--- config.mk ---
export PLATFORM = sky130hd
export DESIGN_NAME = ip_crpr_gen
export DESIGN_NICKNAME = d
export VERILOG_FILES = /design/src/rtl/ip_crpr_pkg.sv /design/src/rtl/ip_crpr_chan.sv /design/src/rtl/ip_crpr_gen.sv
export SDC_FILE = /design/constraint.sdc
export NUM_CORES = 1
export LEC_CHECK = 0
export CORE_ASPECT_RATIO = 1.1
export CORE_UTILIZATION = 40
export CTS_BUF_LIST = sky130_fd_sc_hd__clkbuf_8
export CTS_CLUSTER_SIZE = 25
export DETAILED_ROUTE_END_ITERATION = 10
export GPL_ROUTABILITY_DRIVEN = 0
export PLACE_DENSITY = 0.68
export SLEW_MARGIN = 0
export SYNTH_ARGS = -nofsm -noshare
export SYNTH_HDL_FRONTEND = slang
export SYNTH_SLANG_ARGS = --single-unit
--- constraint.sdc ---
create_clock -name clk -period 3.9 [get_ports clk]
set_clock_uncertainty 0.2 [all_clocks]
set_input_delay 0.39 -clock clk [delete_from_list [all_inputs] [get_ports clk]]
set_output_delay 0.39 -clock clk [all_outputs]
set_load 0.1 [all_outputs]
--- src/rtl/ip_crpr_pkg.sv ---
// ip_crpr_pkg: shared TLP encodings and credit-conversion constants
package ip_crpr_pkg;
  typedef enum logic [1:0] {TLP_P = 2'b00, TLP_NP = 2'b01, TLP_CPL = 2'b10, TLP_RSV = 2'b11} tlp_type_e;
  localparam int CR_DW_PER_CREDIT = 4;
  localparam int PD_MAX = 255;
  localparam int MAX_P_LEN_DW = 1020;
endpackage

--- src/rtl/ip_crpr_chan.sv ---
// ip_crpr_chan: one credit channel, pending header/data accumulators and paced pulse issue
// Ports: clk, rst; cr_en_i enables issue; hdr_inc_i/data_inc_i add pending credits;
//        hdr_cr_o/data_cr_o/data_num_o are the registered pulse; ovf_o flags accumulator saturation.
module ip_crpr_chan #(
  parameter int CNT_W  = 12,
  parameter int DATA_W = 8
) (
  input  logic              clk,
  input  logic              rst,
  input  logic              cr_en_i,
  input  logic              hdr_inc_i,
  input  logic [DATA_W-1:0] data_inc_i,
  output logic              hdr_cr_o,
  output logic              data_cr_o,
  output logic [DATA_W-1:0] data_num_o,
  output logic              ovf_o
);
  localparam logic [CNT_W-1:0] DMAX = CNT_W'((1 << DATA_W) - 1);
  logic [CNT_W-1:0]  hdr_q, hdr_d, dat_q, dat_d;
  logic [CNT_W:0]    hdr_s, dat_s;
  logic              cr_q, cr_d;
  logic [DATA_W-1:0] num_q, num_d;
  // issue is blocked while a pulse is on the output, forcing an idle cycle between pulses
  always_comb begin
    cr_d  = cr_en_i && hdr_q != '0 && !cr_q;
    num_d = !cr_d ? '0 : dat_q > DMAX ? DMAX[DATA_W-1:0] : dat_q[DATA_W-1:0];
    hdr_s = {1'b0, hdr_q} + (CNT_W+1)'(hdr_inc_i) - (CNT_W+1)'(cr_d);
    dat_s = {1'b0, dat_q} + (CNT_W+1)'(data_inc_i) - (CNT_W+1)'(num_d);
    hdr_d = hdr_s[CNT_W] ? '1 : hdr_s[CNT_W-1:0];
    dat_d = dat_s[CNT_W] ? '1 : dat_s[CNT_W-1:0];
    ovf_o = hdr_s[CNT_W] | dat_s[CNT_W];
  end
  always_ff @(posedge clk) begin
    if (rst) begin
      hdr_q <= '0;
      dat_q <= '0;
      cr_q  <= 1'b0;
      num_q <= '0;
    end else begin
      hdr_q <= hdr_d;
      dat_q <= dat_d;
      cr_q  <= cr_d;
      num_q <= num_d;
    end
  end
  assign hdr_cr_o   = cr_q;
  assign data_num_o = num_q;
  assign data_cr_o  = |num_q;
endmodule

--- src/rtl/ip_crpr_gen.sv ---
// ip_crpr_gen: converts consumed-TLP events into paced posted/non-posted credit-return pulses
// Ports: clk, rst; tlp_done/tlp_type/tlp_len_dw describe a consumed TLP; cr_en gates issue;
//        pd_cr/pd_num/ph_cr posted returns; npd_cr/nph_cr non-posted returns; cr_err sticky error.
module ip_crpr_gen import ip_crpr_pkg::*; #(
  parameter int CNT_W  = 12,
  parameter int PD_MAX = ip_crpr_pkg::PD_MAX
) (
  input  logic        clk,
  input  logic        rst,
  input  logic        tlp_done,
  input  logic [1:0]  tlp_type,
  input  logic [10:0] tlp_len_dw,
  input  logic        cr_en,
  output logic        pd_cr,
  output logic [7:0]  pd_num,
  output logic        ph_cr,
  output logic        npd_cr,
  output logic        nph_cr,
  output logic        cr_err
);
  logic       p_done, np_done, p_long, np_long, p_ovf, np_ovf, cr_err_q, cr_err_d;
  logic [7:0] pd_inc;
  logic       npd_inc;
  // clamping long posted TLPs to one pulse's worth keeps pd_pend <= PD_MAX*ph_pend
  always_comb begin
    p_done   = tlp_done && tlp_type == TLP_P;
    np_done  = tlp_done && tlp_type == TLP_NP;
    p_long   = p_done && tlp_len_dw > 11'(MAX_P_LEN_DW);
    np_long  = np_done && tlp_len_dw > 11'd1;
    pd_inc   = !p_done ? '0 : p_long ? 8'(PD_MAX) :
               8'((12'(tlp_len_dw) + 12'(CR_DW_PER_CREDIT - 1)) / 12'(CR_DW_PER_CREDIT));
    npd_inc  = np_done && tlp_len_dw != '0;
    cr_err_d = cr_err_q | p_long | np_long | p_ovf | np_ovf;
  end
  always_ff @(posedge clk) begin
    if (rst) cr_err_q <= 1'b0;
    else     cr_err_q <= cr_err_d;
  end
  assign cr_err = cr_err_q;
  ip_crpr_chan #(.CNT_W(CNT_W), .DATA_W(8)) u_p (
    .clk(clk), .rst(rst), .cr_en_i(cr_en), .hdr_inc_i(p_done), .data_inc_i(pd_inc),
    .hdr_cr_o(ph_cr), .data_cr_o(pd_cr), .data_num_o(pd_num), .ovf_o(p_ovf)
  );
  ip_crpr_chan #(.CNT_W(CNT_W), .DATA_W(1)) u_np (
    .clk(clk), .rst(rst), .cr_en_i(cr_en), .hdr_inc_i(np_done), .data_inc_i(npd_inc),
    .hdr_cr_o(nph_cr), .data_cr_o(npd_cr), .data_num_o(), .ovf_o(np_ovf)
  );
endmodule

# ---- Word-level counts from Yosys, hierarchy flattened
# Index checks and enable logic that the tools add are counted.
dict set report totals {
  ff_bits 60
  ramBits 0
  n_memories 0
  mem_bits_ro 0
  wordCells 55
  inputBits 17
  latchBits 0
  out_inout_bits 13
}
dict set report op_classes {
  eq_ne 1
  muxes 10
  addsub 9
  n_mul 0
  bitwise_logic 6
  reduce_logical 16
  n_lt_le_gt_ge 4
  shift 0
  n_div 0
}
# cell count
set op_table {}
lappend op_table {{$mux W12} 4}
lappend op_table {{$add A12 B1 Y13} 3}
lappend op_table {{$sub A13 B1 Y13} 3}
lappend op_table {{$mux W8} 4}
lappend op_table {{$reduce_bool A12 Y1} 2}
lappend op_table {{$add A12 B8 Y13} 1}
lappend op_table {{$sub A13 B8 Y13} 1}
lappend op_table {{$gt A12 B1 Y1 const B} 1}
lappend op_table {{$gt A12 B8 Y1 const B} 1}
lappend op_table {{$gt A11 B1 Y1 const B} 1}
lappend op_table {{$gt A11 B10 Y1 const B} 1}
lappend op_table {{$reduce_bool A11 Y1} 1}
lappend op_table {{$add A10 B2 Y10 const B} 1}
lappend op_table {{$logic_and A1 B1 Y1} 9}
lappend op_table {{$reduce_or A8 Y1} 1}
lappend op_table {{$or A1 B1 Y1} 6}
lappend op_table {{$eq A2 B1 Y1 const B} 1}
lappend op_table {{$logic_not A1 Y1} 2}
lappend op_table {{$logic_not A2 Y1} 1}
lappend op_table {{$mux W1} 2}

# ---- Depth between registers and ports, before layout
# Gate-level depths: netlist (run 1).
dict set report depth {
  depth_word 10
  mapped_depth 20
  mapped_depth_nobuf 19
}

# ---- Hierarchy
# Synthesis (run 1) repeated with hierarchy kept, for this count alone.
dict set report unflattened {
  cells_unflattened 617
  area_unflattened_um2 5132.4
}
# module area_each_um2 cells_per_inst instances
set by_module_without_submodules {}
lappend by_module_without_submodules {{ip_crpr_chan at u_p} 2613.8 320 1}
lappend by_module_without_submodules {{ip_crpr_chan at u_np} 2205.9 250 1}
lappend by_module_without_submodules {ip_crpr_gen 312.8 47 1}

# ---- Worst setup path before layout (run 1)
# Ideal clock, no wire load.
dict set report synth_path {
  path_type {reg2reg}
  start {register u_p.cr_q (netlist: u_p.hdr_cr_o)}
  end {register u_p.dat_q[10]}
  arrival_ps 3826
  path_stages_with_launch 14
  required_time_ps 3568
  slack_ps -258
  setup_ps 132
  synth_period_minus_slack_ps 4158
  cell_sequence {dfxtp_1 -> nand3b_1 -> nor2_1 -> fa_1 -> inv_1 -> fa_1 -> a211oi_1 -> o21ai_0 -> a31oi_1 -> o31ai_1 -> a21oi_1 -> xnor2_1 -> buf_2 -> a21oi_1}
}
dict set report synth_via {
  elab_chain_cells 5
}
# item line_no
set synth_lines {}
lappend synth_lines {{from (decl)} ip_crpr_chan.sv:21} ;# logic cr_q, cr_d;
lappend synth_lines {{from (signal assigned)} ip_crpr_chan.sv:42} ;# cr_q <= cr_d;
lappend synth_lines {{$logic_not A1 Y1} ip_crpr_chan.sv:25} ;# cr_d = cr_en_i && hdr_q != '0 && !cr_q;
lappend synth_lines {{$logic_and A1 B1 Y1} ip_crpr_chan.sv:25}
lappend synth_lines {{$mux W8} ip_crpr_chan.sv:26} ;# num_d = !cr_d ? '0 : dat_q > DMAX ? DMAX[DATA_W-1:0] : dat_q[DATA_W-1:0];
lappend synth_lines {{named net u_p.num_d[1]} ip_crpr_chan.sv:22} ;# logic [DATA_W-1:0] num_q, num_d;
lappend synth_lines {{$sub A13 B8 Y13} ip_crpr_chan.sv:28} ;# dat_s = {1'b0, dat_q} + (CNT_W+1)'(data_inc_i) - (CNT_W+1)'(num_d);
lappend synth_lines {{$mux W12} ip_crpr_chan.sv:30} ;# dat_d = dat_s[CNT_W] ? '1 : dat_s[CNT_W-1:0];
lappend synth_lines {{to (signal assigned)} ip_crpr_chan.sv:41} ;# dat_q <= dat_d;
lappend synth_lines {{to (decl)} ip_crpr_chan.sv:19} ;# logic [CNT_W-1:0] hdr_q, hdr_d, dat_q, dat_d;
# The timed path passes the listed nets, and every way through them passes these cells.
# A chain may end at the register's enable or synchronous reset.

# ---- Final worst setup path (run 1)
dict set report layout_path {
  start {input tlp_len_dw[1]}
  end {register cr_err_q (netlist: cr_err)}
}
dict set report layout_via {
  elab_chain_cells 9
  word_cells_on_any_way 19
  cone_classes {add/sub (5); order compare (2); mux (2); bitwise (6); reduce/logical (4)}
}
# item line_no
set layout_lines {}
lappend layout_lines {{from (decl)} ip_crpr_gen.sv:12} ;# input logic [10:0] tlp_len_dw,
lappend layout_lines {{$gt A11 B10 Y1} ip_crpr_gen.sv:28} ;# p_long = p_done && tlp_len_dw > 11'(MAX_P_LEN_DW);
lappend layout_lines {{$logic_and A1 B1 Y1} ip_crpr_gen.sv:28}
lappend layout_lines {{$mux W8 (2 in series)} ip_crpr_gen.sv:30} ;# pd_inc = !p_done ? '0 : p_long ? 8'(PD_MAX) :
lappend layout_lines {{$add A12 B8 Y13} ip_crpr_chan.sv:28}
lappend layout_lines {{$sub A13 B8 Y13} ip_crpr_chan.sv:28}
lappend layout_lines {{$or A1 B1 Y1} ip_crpr_chan.sv:31} ;# ovf_o = hdr_s[CNT_W] | dat_s[CNT_W];
lappend layout_lines {{$or A1 B1 Y1} ip_crpr_gen.sv:33} ;# cr_err_d = cr_err_q | p_long | np_long | p_ovf | np_ovf;
lappend layout_lines {{$or A1 B1 Y1 (*)} ip_crpr_gen.sv:33}
lappend layout_lines {{to (signal assigned)} ip_crpr_gen.sv:37} ;# else cr_err_q <= cr_err_d;
lappend layout_lines {{to (decl)} ip_crpr_gen.sv:21} ;# logic p_done, np_done, p_long, np_long, p_ovf, np_ovf, cr_err_q, cr_err_d;
# Every way passes the cells marked *; elsewhere a longest branch is shown, timed or not.

==> metrics.yaml, run 1 <==
setup_path:
  r2r_end: "cr_err"
  worstPathCellList: "dlygate4sd2_1, o211a_1, and3_4, and3_4, buf_4, a21oi_1, o21ai_1, buf_4, fa_1, inv_2, ha_4, nor3_1, o21ai_2, a31oi_4, o31ai_2, a21oi_1, xnor2_2, buf_4, buf_12, a41oi_1"
  crit_family: "compound AO/OA/AOI/OAI gates"
  r2r_cells: 19
  arrival_ns: 3.91
  worstPathRequired_ns: 3.93
  path_max_fanout: 5
  endpoint_kind: "register"
  critPathLaunchType: "primary input"
  r2r_slack_ns: 0.07
  r2r-start: "u_p.hdr_q[4]"
  cpMaxStageDelayCell: "fa_1"
  critPathKind: "primary input to register"
  crit_path_frequent_cell: "buf_4"
  critPathBufInv: 6
  cp_slowest_stage_delay_ns: 0.55
sta:
  tns_ns: 0
  timing.fmax_mhz: 258
  post-route-min-period_ns: 3.88
  finalHoldViolCount: 0
  tightest_slew_ns: 1.02
  finalMaxSlewViolations: 0
  hold_ws_ns: 0.316
  finalCritPeriodShare_pct: 99.5
  rsz0062_at_grt: "yes"
  relSlewSlack_pct: 32.0
  setup_viol: 0
clock_tree:
  path_clk_slew_ns: 0.07
  hold_buffers: 0
  numCtsBuffers: 9
  htree_levels: 3
  clock-root-buffer: "clkbuf_8"
  cts.sinks: 60
  cts_buffer_depth: 2
  cts_tree: "yes"
  clk_latency_ns: 0.36
hold_path:
  min_from: "u_p.dat_q[5]"
  hold_depth: 2
  worstHoldEndpoint: "u_p.data_num_o[5]"
  min_path_type: "register to register"
cells_and_area:
  multi_input_area_um2: 3360
  fillCellCount: 1055
  nets: 773
  drive_gt1_share_pct: 22.3
  antenna_cells: 0
  regArea_um2: 1210
  final_cell_area_um2: 6180
  areaGrowthSynthToFinish_pct: 30.6
global_routing:
  use_met2_pct: 34.3
  antenna_found_initial: 0
  grt_max_degree: 39
  met1_usage_pct: 20.5
  grt_pass1_wl_um: 18300
  grt_usage_pct: 18.6
  gr-total-overflow: 0
  grt_util_met3_pct: 3.66
  grt_pass1_vias: 4323
  busiest_layer: "met2"
logic_synthesis:
  postSynthCellCount: 575
  yosys.area.top_type: "dfxtp_1"
  ys_ff_latch: 60
  async_flop_share_pct: 0
  syn_area_um2: 4730
  synth-edff-count: 0
  ys_warn_count: 0
  ys_types: 57
  synthFlopType: "dfxtp_1"
  syn_area_per_cell_um2: 8.22
  synth_top_area_share_pct: 25.4
  ys_seq_area_share_pct: 25.4
  synth_fp_nets: 676
  synth_area_leaders: "dfxtp_1 25%, ha_1 19%, a21oi_1 8.7%"
routing:
  viasPerCell: 5.15
  ant_nets: 0
  first_pass_iters: 4
  vias: 4259
  drt_iter0_drc: 163
  wl_per_cell_um: 13.6
  drt-total-wl_um: 11200
  drc: 0
die:
  coreArea_um2: 11500
  fp.dieH_um: 116
  io-pin-count: 30
  start_util_pct: 41.1
  die_w_um: 106
  num_rows: 41
  dieArea_um2: 12300
place:
  portBuffers: 29
  dp_hpwl_um: 8220
  dpl-instance-area_um2: 5590
run:
  cap_viol_max_count: 0
outcome:
  outcome: "finished, final reports clean"
==> Yosys cell counts, types with 2 or more instances <==
library cell / n
fa_1: 11
nor4_1: 6
o311ai_0: 2
nand4b_1: 2
ha_1: 73
dfxtp_1: 60
nor2b_1: 8
o21bai_1: 12
o21ai_0: 25
a21oi_1: 82
clkbuf_1: 8
a211oi_1: 2
nor2_1: 44
xor2_1: 13
buf_2: 2
nor3b_1: 3
inv_1: 93
nand2b_1: 9
a211o_1: 2
o41ai_1: 2
and3_1: 3
a31oi_1: 3
o211ai_1: 3
or2_2: 2
o21a_1: 3
nand2_1: 20
xnor2_1: 27
nand3b_1: 3
nand4_1: 6
or4_1: 4
or3_1: 3
a21o_1: 9
nor3_1: 6
==> sequential cells by signal, indices dropped and copies added, names as in the netlist <==
register / flops
u_p.data_num_o: 8
u_p.hdr_q: 12
cr_err: 1
u_np.hdr_cr_o: 1
u_np.hdr_q: 12
u_p.dat_q: 12
u_np.dat_q: 12
u_np.data_cr_o: 1
u_p.hdr_cr_o: 1
==> cells by family (layout without fill, tap and decap cells) <==
group,count (synthesis),count (layout),share of synthesized area [%]
AO/OA/AOI/OAI,160,160,20.5
XOR/XNOR,41,41,7.75
buffers and inverters,104,206,8.47
adder cells (fa/ha/maj),84,84,24.0
AND/OR/NAND/NOR,125,125,13.7
multiplexers,1,1,0.212
flip-flops,60,60,25.4
==> worst register-to-register path, stage by stage (launching register included) <==
cell      delay [ns]
dfxtp_2         0.32
inv_2           0.08
ha_4            0.12
and4_1          0.20
nand4_1         0.09
nand3b_1        0.13
buf_6           0.13
nor2_2          0.04
fa_1            0.51
inv_2           0.06
fa_2            0.41
a211oi_4        0.25
o21ai_2         0.12
a31oi_4         0.18
o31ai_2         0.08
a21oi_1         0.25
xnor2_2         0.17
buf_4           0.16
buf_12          0.11
a41oi_1         0.10
==> cell usage in the layout (no fill, tap or decap), types with 14 or more instances in the layout <==
master	instances
xnor2_1	25
o21ai_0	14
ha_1	65
nor2_1	36
clkdlybuf4s50_1	22
inv_1	82
nand2_1	20
buf_4	60
a21oi_1	81
dfxtp_1	52
==> layout make-up <==
| cell class | count | share of cell area [%] |
|---|---|---|
| Inverter | 93 | 5.65 |
| Clock buffer | 10 | 2.23 |
| Tap cell | 150 | 3.04 |
| Sequential cell | 60 | 19.6 |
| Multi-Input combinational cell | 411 | 54.4 |
| Timing Repair Buffer | 97 | 13.8 |
| Clock inverter | 6 | 1.28 |
==> worst max path at each step <==
stage / from / to / slack, ns / cells after the start
global route: tlp_len_dw[1] / u_p.dat_q[10] / -0.1 / 21
global placement: tlp_len_dw[0] / cr_err / -0.43 / 17
detailed placement: tlp_len_dw[0] / u_p.dat_q[7] / -0.54 / 17
finish: tlp_len_dw[1] / cr_err / 0.02 / 20
floorplan: tlp_len_dw[0] / u_p.dat_q[10] / 0.004 / 16
CTS: u_p.dat_q[11] / u_p.dat_q[3] / 0.01 / 17
==> routing by layer <==
metal,part of all wire [%],wire length (µm),vias to the layer above
li1,-,-,2150
met1,43,4860,2008
met2,51,5710,80
met3,3.8,426,21
met4,2.2,251,0
met5,0,0,-
==> what timing repair did <==
| item | in CTS | in global routing |
|---|---|---|
| hold endpoints to repair | 0 | 0 |
| cloned | 1 | 2 |
| endpoints found under the setup margin | 13 | 49 |
| buffers inserted | 5 | 6 |
| resized for setup | 17 | 71 |
| pin swaps | 13 | 22 |
==> stage by stage <==
step,setup slack (ns),utilization [%],instances
after CTS,0.0121,51.3,819
after detailed placement,-0.539,48.6,797
after floorplan,0.00350,-,575
after global placement,-0.429,48.6,797
final,0.0180,53.7,827
after global routing,-0.0965,53.7,827
Power of run 1 is left out: the tool's default activity adds up to more than one toggle a clock period on the data nets, which glitch-free logic cannot reach.
==> inputs of run 2 (changes only) <==
--- a/config.mk
+++ b/config.mk
@@ -8,7 +8,7 @@
 export CORE_ASPECT_RATIO = 1.1
 export CORE_UTILIZATION = 40
 export CTS_BUF_LIST = sky130_fd_sc_hd__clkbuf_8
-export CTS_CLUSTER_SIZE = 25
+export CTS_CLUSTER_SIZE = 40
 export DETAILED_ROUTE_END_ITERATION = 10
 export GPL_ROUTABILITY_DRIVEN = 0
 export PLACE_DENSITY = 0.68
==> results of run 2 <==
The final DEF is identical to that of run 1; final timing and power are the same.
Power of run 2 is left out for the same reason.
==> inputs of run 3 (changes only) <==
--- a/config.mk
+++ b/config.mk
@@ -11,8 +11,9 @@
 export CTS_CLUSTER_SIZE = 40
 export DETAILED_ROUTE_END_ITERATION = 10
 export GPL_ROUTABILITY_DRIVEN = 0
+export HOLD_SLACK_MARGIN = 0.12
 export PLACE_DENSITY = 0.68
-export SLEW_MARGIN = 0
+export SLEW_MARGIN = 40
 export SYNTH_ARGS = -nofsm -noshare
 export SYNTH_HDL_FRONTEND = slang
 export SYNTH_SLANG_ARGS = --single-unit
==> run 3 against run 2 <==
- via count is 0.33% lower
- non-clock buffer count is 1 higher
- routed wire length is 1.3% lower
- cell count stayed put
- sequential cell count stayed put
- register-to-register slack hardly changed
- global-route usage is 0.13 points lower
- worst setup slack better by 0.020 ns
- clock-buffer cell count is 3 higher
- first-iteration DRC count is 20% lower
- critical path depth is 3 lower
- largest cell class unchanged
==> metrics.yaml, run 3 (synthesized netlist as in run 1, its figures left out) <==
outcome:
  outcome: "finished, final reports clean"  # unchanged
sta:
  relSlewSlack_pct: 48.8  # was 32.0%
  setup_viol: 0  # unchanged
  post-route-min-period_ns: 3.86  # was 3.88 ns
  finalCritPeriodShare_pct: 99.0  # was 99.5%
  tightest_slew_ns: 0.768  # was 1.02 ns
  finalMaxSlewViolations: 0  # unchanged
  timing.fmax_mhz: 259  # was 258 MHz
  finalHoldViolCount: 0  # unchanged
cells_and_area:
  drive_gt1_share_pct: 22.3  # unchanged
  areaGrowthSynthToFinish_pct: 27.1  # was 30.6%
  layout_commonest_cell: "inv_1"  # unchanged
  regArea_um2: 1210  # about the same
  antenna_cells: 0  # unchanged
  layout_common_cells: "86 x inv_1, 81 x a21oi_1, 66 x ha_1, 64 x buf_4, 55 x dfxtp_1"  # was 82 x inv_1, 81 x a21oi_1, 65 x ha_1, 60 x buf_4, 52 x dfxtp_1
  multi_input_area_um2: 3310  # was 3360 µm²
  fillCellCount: 1072  # was 1055
  nets: 774  # was 773
  finalNonFillerCells: 827  # unchanged
global_routing:
  grt_pass1_vias: 4187  # was 4323
  grt_max_degree: 39  # unchanged
  grt_pass1_wl_um: 18100  # was 18300 µm
  gr-total-overflow: 0  # unchanged
  antenna_found_initial: 0  # unchanged
  grt_usage_pct: 18.4  # was 18.6%
routing:
  vias: 4245  # was 4259
  drc: 0  # unchanged
  ant_nets: 0  # unchanged
  wl_per_cell_um: 13.4  # was 13.6 µm
  viasPerCell: 5.13  # was 5.15
  drt-total-wl_um: 11100  # was 11200 µm
  first_pass_iters: 4  # unchanged
  drt_iter0_drc: 131  # was 163
place:
  placedCellCount: 797  # unchanged
  portBuffers: 29  # unchanged
  dp_hpwl_um: 8180  # was 8220 µm
setup_path:
  crit_family: "compound AO/OA/AOI/OAI gates"  # unchanged
  path_max_fanout: 5  # unchanged
  cpMaxStageDelayCell: "fa_1"  # unchanged
  critPathKind: "primary input to register"  # unchanged
  arrival_ns: 3.89  # was 3.91 ns
  cp_slowest_stage_delay_ns: 0.53  # was 0.55 ns
  worstPathCellList: "clkdlybuf4s50_1, and3_4, and3_4, a31o_4, o21ai_2, fa_1, inv_2, fa_2, a211oi_4, o21ai_2, a31oi_2, o31ai_2, a21oi_2, xnor2_2, buf_4, buf_12, a41oi_1"  # was dlygate4sd2_1, o211a_1, and3_4, and3_4, buf_4, a21oi_1, o21ai_1, buf_4, fa_1, inv_2, ha_4, nor3_1, o21ai_2, a31oi_4, o31ai_2, a21oi_1, xnor2_2, buf_4, buf_12, a41oi_1
  endpoint_kind: "register"  # unchanged
  critPathLaunchType: "primary input"  # unchanged
  worstPathRequired_ns: 3.92  # was 3.93 ns
  critPathBufInv: 4  # was 6
hold_path:
  min_path_type: "register to register"  # unchanged
die:
  num_rows: 41  # unchanged
  coreArea_um2: 11500  # unchanged
  io-pin-count: 30  # unchanged
  dieArea_um2: 12300  # unchanged
  fp.dieH_um: 116  # unchanged
  die_w_um: 106  # unchanged
  start_util_pct: 41.1  # unchanged
clock_tree:
  htree_levels: 3  # unchanged
  numCtsBuffers: 9  # unchanged
  cts.sinks: 60  # unchanged
  path_clk_slew_ns: 0.06  # was 0.07 ns
  clk_latency_ns: 0.35  # was 0.36 ns
  cts_tree: "yes"  # unchanged
  clock-root-buffer: "clkbuf_8"  # unchanged
  cts_buffer_depth: 2  # unchanged
run:
  cap_viol_max_count: 0  # unchanged
run 3: cell types whose count changed in the layout (fill, tap and decap cells not counted), moves of 4 or more:
cell             before  now
buf_2                 2   15
clkdlybuf4s50_1      22   11
buf_4                60   64
inv_1                82   86
inv_2                12    8
nor2_1               36   40
run 3: area by class of cell:
type	count	area share, %
multi-input combinational	411	55.1
sequential	60	20.1
timing repair buffer	98	12.8
inverter	93	5.81
tap	150	3.12
clock buffer	13	2.98
clock inverter	2	0.146
run 3: worst reg2reg max path, delay by kind of cell, from the launching register on:
family | cells | cell delay (ns)
AO/OA/AOI/OAI | 6 | 0.97
XOR/XNOR | 1 | 0.17
adder cells (fa/ha/maj) | 3 | 1.03
buffers and inverters | 5 | 0.51
flip-flops | 1 | 0.32
AND/OR/NAND/NOR | 4 | 0.47
run 3: what timing repair did:
item                                    4_1_cts  5_1_grt
gates resized for setup                      18       51
endpoints found under the setup margin       13       47
pin swaps                                    12       23
setup buffers                                 5        7
endpoints found under the hold margin         0        0
cloned                                        1        2
hold buffers                                  0        0
run 3: metrics by stage:
step	utilization [%]	hold WS [ns]	instance area, µm²	TNS [ns]	worst slack (ns)
2_1_floorplan	-	0.266	4750	0	0.00350
3_3_place_gp	48.6	0.293	5590	-5.40	-0.429
3_5_place_dp	48.1	0.289	5520	-7.07	-0.560
4_1_cts	50.5	0.306	5810	0	0.0228
5_1_grt	52.3	0.376	6010	-0.853	-0.0836
6_report	52.3	0.326	6010	0	0.0384
run 3: metal layers:
| metal | vias up | track usage (%) | wire, µm |
|---|---|---|---|
| li1 | 2149 | - | - |
| met5 | - | 0 | 0 |
| met3 | 17 | 2.92 | 267 |
| met1 | 2021 | 20.8 | 5010 |
| met4 | 0 | 8.61 | 242 |
| met2 | 58 | 34.1 | 5580 |
run 3: path summary, 6_finish.rpt:
kind / from / to / slack, ns / cells after the start
worst max register to register: u_p.hdr_q[10] / cr_err / 0.08 / 19
worst max-delay path: tlp_len_dw[5] / cr_err / 0.04 / 17
worst min-delay path: u_p.dat_q[6] / u_p.data_num_o[6] / 0.33 / 2
worst min register to register: u_p.dat_q[6] / u_p.data_num_o[6] / 0.33 / 2
Power of run 3 is left out for the same reason.
